===== src/rtl/pipeline_ctrl.sv =====
// Central 5-stage pipeline controller: combinational stall vector, flush sequencing with
// redirect PC, and a stall watchdog that freezes the pipe until the next flush.
module pipeline_ctrl #(
    parameter int FLUSH_CYCLES = 1,
    parameter int STALL_LIMIT  = 16,
    parameter int CNT_W        = 8
) (
    input  logic        clk,
    input  logic        rst,
    input  logic        stallreq_if,
    input  logic        stallreq_id,
    input  logic        stallreq_ex,
    input  logic        stallreq_mem,
    input  logic        flush_req,
    input  logic [31:0] flush_pc,
    output logic [5:0]  stall,
    output logic        flush,
    output logic [31:0] new_pc,
    output logic        stall_timeout
);

    localparam logic [1:0] S_RUN   = 2'd0;
    localparam logic [1:0] S_FLUSH = 2'd1;
    localparam logic [1:0] S_HALT  = 2'd2;

    localparam logic [CNT_W-1:0] FCNT_INIT = CNT_W'(FLUSH_CYCLES - 1);
    localparam logic [CNT_W-1:0] LIMIT_M1  = CNT_W'(STALL_LIMIT > 0 ? STALL_LIMIT - 1 : 0);

    logic [1:0]       state_q, state_d;
    logic [CNT_W-1:0] scnt_q, scnt_d;
    logic [CNT_W-1:0] fcnt_q, fcnt_d;
    logic             flush_q, flush_d;
    logic [31:0]      new_pc_q, new_pc_d;
    logic             timeout_q, timeout_d;

    // Furthest-downstream requester wins: stalling a stage also holds everything upstream.
    always_comb begin
        stall = 6'b000000;
        if (!rst) begin
            case (state_q)
                S_RUN: begin
                    if (stallreq_mem)      stall = 6'b011111;
                    else if (stallreq_ex)  stall = 6'b001111;
                    else if (stallreq_id)  stall = 6'b000111;
                    else if (stallreq_if)  stall = 6'b000011;
                    else                   stall = 6'b000000;
                end
                S_HALT:  stall = 6'b111111;
                default: stall = 6'b000000;
            endcase
        end
    end

    always_comb begin
        state_d   = state_q;
        scnt_d    = scnt_q;
        fcnt_d    = fcnt_q;
        flush_d   = flush_q;
        new_pc_d  = new_pc_q;
        timeout_d = timeout_q;
        if (flush_req) begin
            // A flush overrides everything, including a simultaneous watchdog trip.
            state_d   = S_FLUSH;
            flush_d   = 1'b1;
            new_pc_d  = flush_pc;
            fcnt_d    = FCNT_INIT;
            timeout_d = 1'b0;
            scnt_d    = '0;
        end else begin
            case (state_q)
                S_RUN: begin
                    if (stall != 6'b000000) begin
                        if (STALL_LIMIT > 0 && scnt_q == LIMIT_M1) begin
                            state_d   = S_HALT;
                            timeout_d = 1'b1;
                            scnt_d    = '0;
                        end else begin
                            scnt_d = scnt_q + CNT_W'(1);
                        end
                    end else begin
                        scnt_d = '0;
                    end
                end
                S_FLUSH: begin
                    if (fcnt_q != '0) begin
                        fcnt_d = fcnt_q - CNT_W'(1);
                    end else begin
                        state_d = S_RUN;
                        flush_d = 1'b0;
                    end
                end
                S_HALT: begin
                end
                default: begin
                    state_d = S_RUN;
                    flush_d = 1'b0;
                end
            endcase
        end
    end

    always_ff @(posedge clk or posedge rst) begin
        if (rst) begin
            state_q   <= S_RUN;
            scnt_q    <= '0;
            fcnt_q    <= '0;
            flush_q   <= 1'b0;
            new_pc_q  <= '0;
            timeout_q <= 1'b0;
        end else begin
            state_q   <= state_d;
            scnt_q    <= scnt_d;
            fcnt_q    <= fcnt_d;
            flush_q   <= flush_d;
            new_pc_q  <= new_pc_d;
            timeout_q <= timeout_d;
        end
    end

    assign flush         = flush_q;
    assign new_pc        = new_pc_q;
    assign stall_timeout = timeout_q;

endmodule


===== config.mk =====
export PLATFORM = sky130hd
export DESIGN_NAME = pipeline_ctrl
export DESIGN_NICKNAME = d
export VERILOG_FILES = /design/src/rtl/pipeline_ctrl.sv
export SDC_FILE = /design/constraint.sdc
export NUM_CORES = 1
export LEC_CHECK = 0
export CAP_MARGIN = 25
export CORE_MARGIN = 10
export CORE_UTILIZATION = 25
export CTS_BUF_LIST = sky130_fd_sc_hd__clkbuf_8
export DETAILED_ROUTE_END_ITERATION = 16
export SYNTH_ARGS = -nofsm -noshare
export SYNTH_HDL_FRONTEND = slang
export SYNTH_SLANG_ARGS = --single-unit

===== constraint.sdc =====
create_clock -name clk -period 3.1 [get_ports clk]
set_clock_uncertainty 0.2 [all_clocks]
set_input_delay 0.465 -clock clk [delete_from_list [all_inputs] [get_ports clk]]
set_output_delay 0.465 -clock clk [all_outputs]
set_load 0.01 [all_outputs]

==> summary.md <==
| Metric | Value |
|---|---|
| Core ar. | `9109 um2` |
| Area delta synth->final | `43.34%` |
| Leading cell type in the layout, fill and taps excluded | `clkdlybuf4s50_1` |
| Setup Viol. Count Final | `0` |
| Overflow after GRT | `0` |
| Post-route worst setup slack | `181.4 ps` |
| Nets@finish | `311` |
| Final-report hold violation count | `0` |
| Pwr dens | `587.8 nW/um2` |
| ANT nets after route | `0` |
| CTS tree | `built` |
| Maximum vdd drop | `0.1935 mV` |
| Min-Delay Path Class | `register to register` |
| DR DRC count | `0` |
| # IOs | `79` |
| Initial DRT Pass Iterations | `5` |
| Status | `finished clean` |
| Slowest stage delay, CP | `560 ps` |
| Number of H-tree levels | `2` |
| Setup slack at placement | `182.7 ps` |
| Commonest non-fill, non-tap cells in the layout | `clkdlybuf4s50_1, dfrtp_1, mux2_2, nor2_1, nand2_1` |
| Worst reg-to-reg path cell count | `6` |
| Initial antenna violation count | `0` |
| Period utilization | `0.9415` |
| Placer Congestion | `0.7144` |
| Cell mode on critical path | `clkdlybuf4s50_1` |
| Sequential share of the synthesized area | `0.5634` |
| Synth Cell Area | `2310 um2` |
| Worst-Margin Slew | `661.7 ps` |
| Vias per Instance | `4.472` |
| Post-Synthesis Cells | `188` |
| Worst skew pair latency | `300 ps` |
| Total clock sinks | `52` |
| Worst setup EP type | `output port` |
| CP max FO | `8` |
| Unrepaired setup endpoints after global routing | `false` |
| Final HPWL DP | `4145 um` |
| Footprint of the multi-input gates | `952.2 um2` |
| Layout cells sized above 1 | `0.1926` |
| Vias | `1704` |
| Worst Path Arrival | `2250 ps` |
| Pin count of the biggest net entering global routing | `53` |
| Hold path cells | `1` |
| Worst endpoint required time | `2430 ps` |
| DR iter-0 viols | `60` |
| Num rows | `35` |
| Pins Over Slew Limit | `0` |
| Sum of negative setup slack | `0 ps` |
| Synth Area per Inst | `12.29 um2` |
| Clk buf depth | `2` |
| Die ar. | `13480 um2` |
| Vias in the first global route | `1900` |
| GRT Overall Usage | `0.08553` |
| Slowest-stage cell, CP | `or4_1` |
| Post-CTS Setup Inserts | `0` |
| Die H | `116.1 um` |
| Critical path class | `primary input to output port` |
| Max_slew headroom | `0.5589` |
| CP Launch Type | `primary input` |
| Maxcap violations | `0` |
| Routed WL per cell | `14.65 um` |
| Post-cts gate resize count | `0` |
| Crit path cell chain | `clkdlybuf4s50_1, or4_1, o21a_1, clkdlybuf4s50_1` |
| Drt total wl | `5581 um` |
| Initial Util | `0.2536` |
| N_diodes | `0` |
| Die X-Extent | `116.1 um` |
| Register cell area after layout | `1301 um2` |
| Yosys reg bits | `52` |
| First-pass GRT wire length | `9397 um` |
| Syn Nets | `230` |
| Filler cells | `906` |
| Yosys cell types | `45` |
| CTS root buf | `clkbuf_8` |
| IO Port Bufs | `78` |
| Tmin final | `2919 ps` |
| Leakage Power | `1.323 nW` |
| Reg clk slew, reported paths | `90 ps` |
| Warnings, synthesis | `0` |
| CTS buffer count | `5` |
| Max Fclk | `342.6 MHz` |
| Cts hold-fix bufs | `0` |
## Yosys cell counts (all sizes together)
library cell  number  share of area
nand4b             1         0.0038
buf                2         0.0049
inv                7          0.011
and2               2         0.0054
nor4b              2         0.0076
and2b              1         0.0033
nor3               2         0.0043
o22ai              1         0.0027
mux2i              2         0.0087
a21o               1         0.0033
or3b               1         0.0038
or4                3          0.011
o21ba              1         0.0043
a211o              1         0.0038
o41a               1         0.0049
mux2              34           0.17
o2bb2ai            1         0.0038
o31a               1         0.0038
o21ai             10          0.027
a21oi              2         0.0043
nand3b             1         0.0033
nor2b              1         0.0027
a31oi              2         0.0054
nand3              4         0.0087
o2111ai            1         0.0038
nand4              1         0.0027
or2                1         0.0027
o21a               2         0.0065
ha                 3          0.016
nor4               3          0.011
xor2               3          0.011
nor2              12          0.020
dfrtp             52           0.56
or3                5          0.014
a22oi              1         0.0033
xnor2              1         0.0038
nand2             12          0.020
o211ai             2         0.0065
clkbuf             5         0.0081
## cells by family after synthesis
group,share of synthesized area
simple gates,0.1235
flops,0.5634
mux,0.1744
compound gates,0.08288
buf+inv,0.02438
xor+xnor,0.01517
fa+ha+maj,0.01625
## layer usage
layer	up-vias	global-route usage	share of wire
met5	-	0	0
met4	0	0.02502	0.011
met3	4	0.04468	0.094
met2	45	0.1377	0.48
met1	827	0.09681	0.42
li1	828	-	-
## power breakdown
group          internal, mW  total (mW)  switching (mW)
Sequential            0.774       0.847          0.0732
Combinational         0.374       0.701           0.326
Clock                 0.179       0.399           0.220
## flip-flops by register name (all words and copies together) (netlist names)
name and flops:
new_pc 32, stall_timeout 1, state_q 2, flush 1, scnt_q 8, fcnt_q 8
## worst max-delay path: cells and delay by family
family,cells,cell delay (ps)
AO/OA/AOI/OAI,1,310
buffers and inverters,2,920
AND/OR/NAND/NOR,1,560
## worst paths after layout
check | startpoint | endpoint | slack, ps
min in group asynchronous | rst | state_q[1] | 510
min reg2reg | flush | flush | 280
max in group asynchronous | rst | new_pc[21] | 1750
max | stallreq_id | stall[1] | 180
min | flush | flush | 280
max reg2reg | fcnt_q[0] | fcnt_q[7] | 960
## through the flow
| step | power, mW | hold slack, ps | utilization | instances | area [um2] |
|---|---|---|---|---|---|
| floorplan | 1.302 | 275.9 | - | 188 | 2310 |
| global placement | 1.555 | 273.2 | 0.3532 | 373 | 3217 |
| detailed placement | 1.571 | 268.9 | 0.3532 | 373 | 3217 |
| CTS | 1.991 | 293.0 | 0.3635 | 381 | 3311 |
| global route | 2.089 | 333.8 | 0.3635 | 381 | 3311 |
| finish | 1.946 | 282.8 | 0.3635 | 381 | 3311 |
## final cells by class
class                           count  area share
Clock buffer                        6     0.02494
Clock inverter                      2    0.003401
Inverter                            7    0.007936
Multi-Input combinational cell    122      0.2876
Sequential cell                    52      0.3930
Tap cell                          111     0.04195
Timing Repair Buffer               81      0.2411
Power figures use the tool's default switching activity.
